--- src/rtl/hp_mul_pkg.sv ---
// hp_mul_pkg: shared constants and types for the bfloat16 multiplier.
// Holds the default field widths, the exponent bias helper, the bit
// positions of the class and exception vectors and the canonical qNaN.
package hp_mul_pkg;

   // Default bfloat16 field widths: 1 sign, 8 exponent, 7 fraction bits.
   localparam int HP_NEXP = 8;
   localparam int HP_NSIG = 7;

   // Bit positions inside bfFlags (one-hot class of the product).
   localparam int CLS_NORMAL    = 0;
   localparam int CLS_SUBNORMAL = 1;
   localparam int CLS_ZERO      = 2;
   localparam int CLS_INF       = 3;
   localparam int CLS_QNAN      = 4;
   localparam int CLS_SNAN      = 5;

   // Bit positions inside the exception vector.
   localparam int EXC_INVALID   = 0;
   localparam int EXC_DIVZERO   = 1;
   localparam int EXC_OVERFLOW  = 2;
   localparam int EXC_UNDERFLOW = 3;
   localparam int EXC_INEXACT   = 4;

   // Canonical quiet NaN for the default bfloat16 format.
   localparam logic [15:0] QNAN_BF16 = 16'h7FC0;

   // Per-operand classification used to pick the special-case result.
   typedef struct packed {
      logic is_nan;
      logic is_snan;
      logic is_inf;
      logic is_zero;
   } op_class_t;

   // Which source feeds the product register.
   typedef enum logic [1:0] {
      SEL_FINITE,
      SEL_QNAN,
      SEL_INF,
      SEL_ZERO
   } result_sel_t;

   // Exponent bias for an exponent field of the given width.
   function automatic int fp_bias(input int nexp);
      return (1 << (nexp - 1)) - 1;
   endfunction

endpackage

--- src/rtl/fp_round.sv ---
// fp_round: rounds a normalised wide significand to a packed float.
// The significand arrives with its leading one in the top bit and the
// biased exponent of that leading one. Rounding is nearest-even. Tininess
// is judged after rounding with an unbounded exponent range.
// HP_MUL_SUBNORMAL_EN selects gradual underflow; without it tiny results
// are flushed to signed zero.
module fp_round
   import hp_mul_pkg::*;
#(
   parameter int NEXP = HP_NEXP,
   parameter int NSIG = HP_NSIG
)
(
   input  logic                   sign,
   input  logic signed [NEXP+2:0] expo,
   input  logic [2*NSIG+1:0]      sig,
   output logic [NEXP+NSIG:0]     res,
   output logic                   overflow,
   output logic                   underflow,
   output logic                   inexact
);

   localparam int W  = NEXP + NSIG + 1;
   localparam int PW = 2 * NSIG + 2;
   localparam int EW = NEXP + 3;
   localparam logic signed [EW-1:0] EXP_MAX = EW'((1 << NEXP) - 1);
   localparam logic signed [EW-1:0] EXP_ONE = EW'(1);

   // Normal-precision rounding results (also used for the tininess test)
   logic [NSIG:0]          n_mant;
   logic                   n_grd;
   logic                   n_stk;
   logic                   n_up;
   logic [NSIG+1:0]        n_sum;
   logic                   n_carry;
   logic [NSIG-1:0]        n_frac;
   logic signed [EW-1:0]   n_exp;
   logic                   n_inexact;
   logic                   tiny;

   // Round at full precision; a carry-out bumps the exponent by one
   always_comb begin
      n_mant    = sig[PW-1:NSIG+1];
      n_grd     = sig[NSIG];
      n_stk     = |sig[NSIG-1:0];
      n_up      = n_grd & (n_stk | n_mant[0]);
      n_sum     = {1'b0, n_mant} + {{(NSIG+1){1'b0}}, n_up};
      n_carry   = n_sum[NSIG+1];
      n_frac    = n_carry ? n_sum[NSIG:1] : n_sum[NSIG-1:0];
      n_exp     = expo + $signed({{(EW-1){1'b0}}, n_carry});
      n_inexact = n_grd | n_stk;
      tiny      = (n_exp < EXP_ONE);
   end

`ifdef HP_MUL_SUBNORMAL_EN
   localparam int SHW = $clog2(PW + 2);
   localparam logic signed [EW-1:0] SH_CLAMP = EW'(PW + 1);

   logic signed [EW-1:0]   sh_raw;
   logic [SHW-1:0]         sh;
   logic [PW-1:0]          d_sig;
   logic                   d_lost;
   logic [NSIG:0]          d_mant;
   logic                   d_grd;
   logic                   d_stk;
   logic                   d_up;
   logic [NSIG:0]          d_sum;
   logic                   d_inexact;

   // Denormalise by shifting right to the minimum exponent, keeping a sticky
   always_comb begin
      sh_raw = EXP_ONE - expo;
      if (sh_raw > SH_CLAMP) begin
         sh = SHW'(PW + 1);
      end else begin
         sh = sh_raw[SHW-1:0];
      end
      d_sig     = sig >> sh;
      d_lost    = |(sig & ~({PW{1'b1}} << sh));
      d_mant    = d_sig[PW-1:NSIG+1];
      d_grd     = d_sig[NSIG];
      d_stk     = (|d_sig[NSIG-1:0]) | d_lost;
      d_up      = d_grd & (d_stk | d_mant[0]);
      // top bit of d_mant is clear, so a carry lands in the hidden bit
      // and turns the result into the smallest normal number
      d_sum     = d_mant + {{NSIG{1'b0}}, d_up};
      d_inexact = d_grd | d_stk;
   end
`endif

   // Choose between normal, overflowed and tiny results
   always_comb begin
      res       = {sign, n_exp[NEXP-1:0], n_frac};
      overflow  = 1'b0;
      underflow = 1'b0;
      inexact   = n_inexact;
      if (tiny) begin
`ifdef HP_MUL_SUBNORMAL_EN
         res       = {sign, {(NEXP-1){1'b0}}, d_sum};
         underflow = d_inexact;
         inexact   = d_inexact;
`else
         res       = {sign, {(W-1){1'b0}}};
         underflow = 1'b1;
         inexact   = 1'b1;
`endif
      end else if (n_exp >= EXP_MAX) begin
         res      = {sign, {NEXP{1'b1}}, {NSIG{1'b0}}};
         overflow = 1'b1;
         inexact  = 1'b1;
      end
   end

endmodule

--- src/rtl/hp_mul.sv ---
// hp_mul: bfloat16 multiplier with one register stage on the outputs.
// Operands are classified inline; NaN/Inf/zero take a bypass, finite
// operands go through a full-width product, leading-zero normalisation
// and the fp_round sub-module. Define HP_MUL_SUBNORMAL_EN for gradual
// underflow; otherwise subnormal inputs and tiny results flush to zero.
module hp_mul
   import hp_mul_pkg::*;
#(
   parameter int NEXP = HP_NEXP,
   parameter int NSIG = HP_NSIG
)
(
   input  logic                 clk,
   input  logic                 rst_n,
   input  logic [NEXP+NSIG:0]   a,
   input  logic [NEXP+NSIG:0]   b,
   output logic [NEXP+NSIG:0]   p,
   output logic [5:0]           bfFlags,
   output logic [4:0]           exception
);

   localparam int W    = NEXP + NSIG + 1;
   localparam int PW   = 2 * NSIG + 2;
   localparam int EW   = NEXP + 3;
   localparam int LZW  = $clog2(PW + 1);
   localparam int BIAS = fp_bias(NEXP);
   localparam logic [W-1:0] QNAN = {1'b0, {NEXP{1'b1}}, 1'b1, {(NSIG-1){1'b0}}};

   logic [W-1:0]        ops     [2];
   op_class_t           cls     [2];
   logic [NSIG:0]       sig     [2];
   logic [NEXP-1:0]     eff_exp [2];

   assign ops[0] = a;
   assign ops[1] = b;

   // Per-operand field decode and classification
   generate
      for (genvar gi = 0; gi < 2; gi++) begin : g_opnd
         logic [NEXP-1:0] e;
         logic [NSIG-1:0] f;
         logic            exp_ones;
         logic            exp_zero;
         logic            frac_nz;
         logic            zero_val;

         assign e        = ops[gi][W-2:NSIG];
         assign f        = ops[gi][NSIG-1:0];
         assign exp_ones = &e;
         assign exp_zero = ~(|e);
         assign frac_nz  = |f;
`ifdef HP_MUL_SUBNORMAL_EN
         assign zero_val = exp_zero & ~frac_nz;
`else
         // flush-to-zero: any subnormal encoding is treated as zero
         assign zero_val = exp_zero;
`endif
         assign cls[gi] = '{
            is_nan:  exp_ones & frac_nz,
            is_snan: exp_ones & frac_nz & ~f[NSIG-1],
            is_inf:  exp_ones & ~frac_nz,
            is_zero: zero_val
         };
         // subnormals carry a zero hidden bit and the minimum exponent
         assign sig[gi]     = {~exp_zero, f};
         assign eff_exp[gi] = exp_zero ? NEXP'(1) : e;
      end
   endgenerate

   logic        res_sign;
   result_sel_t sel;
   logic        inv;

   assign res_sign = ops[0][W-1] ^ ops[1][W-1];

   // Special-case priority: NaN, Inf x 0, Inf, zero, else finite
   always_comb begin
      sel = SEL_FINITE;
      inv = 1'b0;
      if (cls[0].is_nan | cls[1].is_nan) begin
         sel = SEL_QNAN;
         inv = cls[0].is_snan | cls[1].is_snan;
      end else if ((cls[0].is_inf & cls[1].is_zero) | (cls[0].is_zero & cls[1].is_inf)) begin
         sel = SEL_QNAN;
         inv = 1'b1;
      end else if (cls[0].is_inf | cls[1].is_inf) begin
         sel = SEL_INF;
      end else if (cls[0].is_zero | cls[1].is_zero) begin
         sel = SEL_ZERO;
      end
   end

   logic [PW-1:0]        prod;
   logic [LZW-1:0]       lz;
   logic [PW-1:0]        norm;
   logic signed [EW-1:0] be;

   assign prod = PW'(sig[0]) * PW'(sig[1]);

   // Leading-zero count of the raw product
   always_comb begin
      logic found;
      lz    = '0;
      found = 1'b0;
      for (int i = PW - 1; i >= 0; i--) begin
         if (!found) begin
            if (prod[i]) begin
               found = 1'b1;
            end else begin
               lz = lz + LZW'(1);
            end
         end
      end
   end

   // Leading one to the top; exponent of that one, biased
   assign norm = prod << lz;
   assign be   = EW'(eff_exp[0]) + EW'(eff_exp[1]) - EW'(BIAS) + EW'(1) - EW'(lz);

   logic [W-1:0] rnd_res;
   logic         rnd_of;
   logic         rnd_uf;
   logic         rnd_nx;

   fp_round #(
      .NEXP (NEXP),
      .NSIG (NSIG)
   ) u_round (
      .sign      (res_sign),
      .expo      (be),
      .sig       (norm),
      .res       (rnd_res),
      .overflow  (rnd_of),
      .underflow (rnd_uf),
      .inexact   (rnd_nx)
   );

   logic [W-1:0] p_next;
   logic [4:0]   exc_next;
   logic [5:0]   flags_next;

   // Select the product and its exception flags
   always_comb begin
      p_next   = rnd_res;
      exc_next = '0;
      case (sel)
         SEL_QNAN: begin
            p_next                = QNAN;
            exc_next[EXC_INVALID] = inv;
         end
         SEL_INF:  p_next = {res_sign, {NEXP{1'b1}}, {NSIG{1'b0}}};
         SEL_ZERO: p_next = {res_sign, {(W-1){1'b0}}};
         default: begin
            p_next                  = rnd_res;
            exc_next[EXC_OVERFLOW]  = rnd_of;
            exc_next[EXC_UNDERFLOW] = rnd_uf;
            exc_next[EXC_INEXACT]   = rnd_nx;
         end
      endcase
   end

   // Classify the final product; output NaNs are always quiet
   always_comb begin
      flags_next = '0;
      if (&p_next[W-2:NSIG]) begin
         if (|p_next[NSIG-1:0]) begin
            flags_next[CLS_QNAN] = 1'b1;
         end else begin
            flags_next[CLS_INF] = 1'b1;
         end
      end else if (~(|p_next[W-2:NSIG])) begin
         if (|p_next[NSIG-1:0]) begin
            flags_next[CLS_SUBNORMAL] = 1'b1;
         end else begin
            flags_next[CLS_ZERO] = 1'b1;
         end
      end else begin
         flags_next[CLS_NORMAL] = 1'b1;
      end
   end

   // Output register; reset shows a positive zero with no exceptions
   always_ff @(posedge clk or negedge rst_n) begin
      if (!rst_n) begin
         p         <= '0;
         bfFlags   <= 6'b000100;
         exception <= '0;
      end else begin
         p         <= p_next;
         bfFlags   <= flags_next;
         exception <= exc_next;
      end
   end

endmodule

--- config.mk ---
export PLATFORM = sky130hd
export DESIGN_NAME = hp_mul
export DESIGN_NICKNAME = d
export VERILOG_FILES = /design/src/rtl/hp_mul_pkg.sv /design/src/rtl/fp_round.sv /design/src/rtl/hp_mul.sv
export SDC_FILE = /design/constraint.sdc
export NUM_CORES = 1
export LEC_CHECK = 0
export CORE_ASPECT_RATIO = 1.4
export CORE_MARGIN = 4
export CORE_UTILIZATION = 43
export CTS_CLUSTER_SIZE = 28
export DETAILED_ROUTE_END_ITERATION = 6
export HOLD_SLACK_MARGIN = 0.02
export SLEW_MARGIN = 30
export SYNTH_ARGS = -nofsm -noshare
export SYNTH_HDL_FRONTEND = slang
export SYNTH_HIERARCHICAL = 1
export SYNTH_SLANG_ARGS = --single-unit
export TNS_END_PERCENT = 10
--- constraint.sdc ---
create_clock -name clk -period 1.45 [get_ports clk]
set_clock_uncertainty 0.15 [all_clocks]
set_input_delay 0.3625 -clock clk [delete_from_list [all_inputs] [get_ports clk]]
set_output_delay 0.3625 -clock clk [all_outputs]
set_load 0.02 [all_outputs]
# Yosys cells after proc, flatten, opt, wreduce, memory -nomap -nowiden

Index checks and enable logic that the tools add are counted.
Widths: inputs -> output; s select.

Register bits: 25
Output and inout bits: 27

$add $sub $neg: 21
Multipliers: 1
Magnitude comparators: 2
Equal/unequal tests: 3
Shift operators: 1
Multiplexer cells: 85
Bitwise operators: 23
Reduce and logical (&&, ||, !) cells: 11

Operators with widths:

| operator              | number |
|---|---|
| $mux 5                | 30 |
| $add 5x1->5 const B   | 15 |
| $pmux 16 s3           | 1 |
| $mux 1                | 41 |
| $mux 15               | 2 |
| $reduce_or 7->1       | 4 |
| $reduce_and 8->1      | 3 |
| $reduce_or 8->1       | 3 |
| $mul 8x8->16          | 1 |
| $mux 8                | 2 |
| $shl 16x5->16         | 1 |
| $mux 2                | 6 |
| $add 10x2->11 const B | 1 |
| $add 11x2->11         | 1 |
| $ge 11x9->1 const B   | 1 |
| $lt 11x2->1 const B   | 1 |
| $sub 11x5->11         | 1 |
| $sub 9x7->10 const B  | 1 |
| $add 8x1->9           | 1 |
| $add 8x8->9           | 1 |
| $and 1x1->1           | 9 |
| $mux 7                | 1 |
| $or 1x1->1            | 7 |
| $mux 3                | 2 |
| other kinds (5)       | 11 |

# Logic depth before layout (Yosys ltp)

Word-level depth: 62
Mapped depth: 85
Gate-level depth less buffers: 81

# By module

The synthesis kept the hierarchy.

Modules (own cells, without submodules):

| module   | times used | cells an instance | area an instance (um^2) | sequential area each (um^2) |
|---|---|---|---|---|
| hp_mul   | 1          | 856               | 6955.4                  | 626.9 |
| fp_round | 1          | 109               | 719.4                   | 0.0 |

# Least setup slack after synthesis

Ideal clock, no wire load.

Path type: input -> register
Start point: input b[14]
End point: register bfFlags[1]
Setup time: 119 ps
Arrival: 16147 ps
Data required time: 1181 ps
Setup slack: -14966 ps
Stages on the path: 79
Path buffers: 5
Cells stage by stage: nor4_1 -> nand2_1 -> and2_1 -> fa_1 -> fa_1 -> fa_1 -> inv_1 -> fa_1 -> inv_1 -> ha_1 -> buf_6 -> a21o_4 -> a2111oi_4 -> nor3_1 -> or3_1 -> a32oi_1 -> or2_1 -> buf_6 -> [... 43 more ...] -> a21oi_1 -> a211oi_2 -> and2_1 -> ha_1 -> nand3_1 -> or2_2 -> clkbuf_1 -> inv_1 -> ha_1 -> and3_2 -> nand4_1 -> a211o_1 -> nor4b_4 -> nor4_1 -> and2_1 -> or4_1 -> or4_1 -> and2_1

Elaborated cells between the ends (all ways): 111

RTL lines:

| what                 | line          | text |
|---|---|---|
| from (decl)          | hp_mul.sv:16  | `input logic [NEXP+NSIG:0] b,` |
| $reduce_or 8->1 *    | hp_mul.sv:50  | `assign exp_zero = ~(\|e);` |
| $mul 8x8->16 *       | hp_mul.sv:98  | `assign prod = PW'(sig[0]) * PW'(sig[1]);` |
| $mux 1               | hp_mul.sv:107 | `if (prod[i]) begin` |
| $add 5x1->5          | hp_mul.sv:110 | `lz = lz + LZW'(1);` |
| $mux 5               | hp_mul.sv:107 |  |
| $mux 5               | hp_mul.sv:106 | `if (!found) begin` |
| $add 5x1->5          | hp_mul.sv:110 |  |
| $mux 5               | hp_mul.sv:107 |  |
| [... 41 more ...]    | n/a           |  |
| via norm[8]          | hp_mul.sv:95  | `logic [PW-1:0] norm;` |
| [... 7 more ...]     | n/a           |  |
| via rnd_res[5]       | hp_mul.sv:120 | `logic [W-1:0] rnd_res;` |
| $pmux 16 s3 *        | hp_mul.sv:146 | `case (sel)` |
| via p_next[5]        | hp_mul.sv:138 | `logic [W-1:0] p_next;` |
| $reduce_or 7->1 *    | hp_mul.sv:172 | `if (\|p_next[NSIG-1:0]) begin` |
| $mux 1 *             | hp_mul.sv:172 |  |
| $mux 2 *             | hp_mul.sv:171 | `end else if (~(\|p_next[W-2:NSIG])) begin` |
| $mux 3 *             | hp_mul.sv:165 | `if (&p_next[W-2:NSIG]) begin` |
| via flags_next[1]    | hp_mul.sv:140 | `logic [5:0] flags_next;` |
| to (signal assigned) | hp_mul.sv:190 | `bfFlags <= flags_next;` |
| to (decl)            | hp_mul.sv:18  | `output logic [5:0] bfFlags,` |

Mark *: on every way through the listed nets, which the timed path passes. The rest lies on a longest branch.

# Final worst setup path

Start point: input b[2]
End point: register bfFlags[1]

Elaborated cells between the ends (all ways): 108

RTL lines:

| what              | line |
|---|---|
| $mul 8x8->16 *    | hp_mul.sv:98 |
| $mux 1            | hp_mul.sv:107 |
| $add 5x1->5       | hp_mul.sv:110 |
| $mux 5            | hp_mul.sv:107 |
| $mux 5            | hp_mul.sv:106 |
| $add 5x1->5       | hp_mul.sv:110 |
| $mux 5            | hp_mul.sv:107 |
| $mux 5            | hp_mul.sv:106 |
| [... 40 more ...] | n/a |
| via norm[9]       | hp_mul.sv:95 |
| [... 5 more ...]  | n/a |
| via rnd_res[2]    | hp_mul.sv:120 |
| $pmux 16 s3 *     | hp_mul.sv:146 |
| via p_next[2]     | hp_mul.sv:138 |
| $reduce_or 7->1 * | hp_mul.sv:172 |
| $mux 1 *          | hp_mul.sv:172 |
| $mux 2 *          | hp_mul.sv:171 |
| $mux 3 *          | hp_mul.sv:165 |
| via flags_next[1] | hp_mul.sv:140 |

Marks and branches as above.

==> run summary <==
Placed insts - 1,537
Max Slew Vio Count - 0
Port Buf Inserts - 58
Ys flop type - dfrtp_1
Status - finished, violations left
Fin. Hold Viols - 0
DRC Markers - 0
Max Freq - 66.5 MHz
Startpoint types - input port
Tightest Pin Transition - 570 ps
EDFF count, synth - 0
Synth cell count leaders - 93 x inv_1, 85 x nand2_1, 84 x ha_1
Num rows - 57
Initial antenna violation count - 0
Synth warn - 6
CTS H-tree lvls - 1
Most instantiated library cell after synthesis - inv_1
I/O pins - 61
FF+latch count, synth - 25
CTS sink count - 25
Routed wire per std cell - 15.1 µm
Data required, critical path - 1450 ps
Syn Inst Count - 965
CTS tree - built
Worst path max stage delay - 560 ps
RSZ-0062 raised after global routing - true
Slowest CP cell - fa_1
Area leader, netlist - ha_1
Setup-failing EPs final - 25
Final Wtd Congestion - 0.955
Vias - 8,493
Crit path DAT - 15,030 ps
DR iter-0 viols - 260
HP Class - input port to async pin
Fin crit share - 10.4
Seq/Total Area, Yosys - 0.0817
Die Y - 166 µm
Total GRT Usage - 0.233
Final Critical Period - 15,030 ps
Largest net degree at the start of global routing - 26
Total core area - 17,500 µm²
Detailed placement HPWL - 19,900 µm
Bufs on Longest Clock Path - 2
CP endpoint kind - register
Die area - 20,100 µm²
Max FO, Critical Path - 8
Ant. Diodes - 0
Yosys top cell area share - 0.137
Nets - 1,509
1st-pass router iterations - 5
Vias in the first global route - 8,713
Routed wire length - 24,000 µm
Post-synth ARST share - 1.00
Starting Density - 0.439
Clock transition at path regs - 60 ps
Final Non-Filler Cells - 1,588
Number of max-cap violations - 0
Root Driver - clkbuf_16
Netlist cell types - 102
Top post-synthesis cells by area - ha_1 14%, fa_1 9.9%, dfrtp_1 7.8%
Syn_area_per_cell - 7.95 µm²
Worst setup path class - input port to register
Failing checks - setup timing
Synthesized area - 7670 µm²
Slew margin rel. - 0.616
Worst Slack Setup Final - -13,580 ps
Die width - 121 µm
First-pass GRT wire length - 39,700 µm
Post-CTS Hold Fix Bufs - 0
GR Overflow Total - 0
Antenna-violating nets left - 0
Vias per cell - 5.35
CTS Buf Count - 3
Area Overhead vs Synth - 56.6%
Layout cells sized above 1 - 0.445
Most frequent CP cell - buf_4
==> flip-flops by register name, summed over array words and instances (netlist names) <==
register	count
exception	4
bfFlags	5
p	16
==> metal layers <==
metal / part of all wire / up-vias / GRT usage
li1: - / 4177 / -
met5: 0 / - / 0
met3: 0.025 / 66 / 0.00886
met4: 0.033 / 0 / 0.0587
met1: 0.38 / 4075 / 0.250
met2: 0.57 / 175 / 0.483
==> cell usage in the layout (no fill, tap or decap), types with 25 or more instances in the layout <==
master   netlist  layout
ha_1          84      70
a21oi_1       46      30
fa_1          38      34
inv_1         93      80
nand3_1       29      25
nor2_1        57      51
nand2_1       85      77
and2_1        62      52
xnor2_1       34      28
buf_4          8     355
==> timing repair <==
item / in CTS / in global routing
buffers inserted: 34 / 16
setup endpoints to repair: 50 / 42
resized for setup: 183 / 88
pin swaps: 111 / 77
==> stage by stage <==
step                area (µm²)  hold WS, ps  utilization  TNS, ps  worst slack [ps]
floorplan                 7940        -83.1            -  -300110            -13780
detailed placement       11000          576        0.630  -323080            -14470
global placement         11000          580        0.630  -318990            -14320
CTS                      11600          310        0.665  -301090            -13580
finish                   12000          306        0.688  -302420            -13580
global route             12000          330        0.688  -316980            -14210
==> logic make-up (layout without fill, tap and decap cells) <==
family	count (synthesis)	in the layout	synth area share
simple gates	365	365	0.257
compound gates	215	215	0.219
buf+inv	143	529	0.0799
fa+ha+maj	124	124	0.239
xor+xnor	54	54	0.0698
mux	38	38	0.0530
flops	25	25	0.0817
other cells	1	2	0.000489
==> critical path: cells and delay by family <==
| family | cells | cell delay, ps |
|---|---|---|
| AOI/OAI and AO/OA | 21 | 3180 |
| adders and majority gates | 14 | 4650 |
| buffers and inverters | 20 | 2510 |
| muxes | 6 | 1100 |
| and+or+nand+nor | 20 | 3230 |
==> area by class of cell <==
cell class,count,area [µm²]
clock buffer,3,75.1
tap,236,295
inverter,95,367
sequential,25,627
clock inverter,1,7.51
multi-input combinational,798,7260
fill,1456,5450
timing repair buffer,430,3390
==> worst max-delay path by stage <==
stage	start	end	slack (ps)	cells after the start
3_3_place_gp	b[14]	bfFlags[1]	-14320	74
6_report	b[2]	bfFlags[1]	-13580	81
4_1_cts	b[12]	bfFlags[2]	-13580	79
3_5_place_dp	b[14]	bfFlags[1]	-14470	73
5_1_grt	b[13]	bfFlags[2]	-14210	83
2_1_floorplan	a[11]	bfFlags[1]	-13780	80
Power is left out: the tool's default activity adds up to more than one toggle a clock period on the data nets, which glitch-free logic cannot reach.
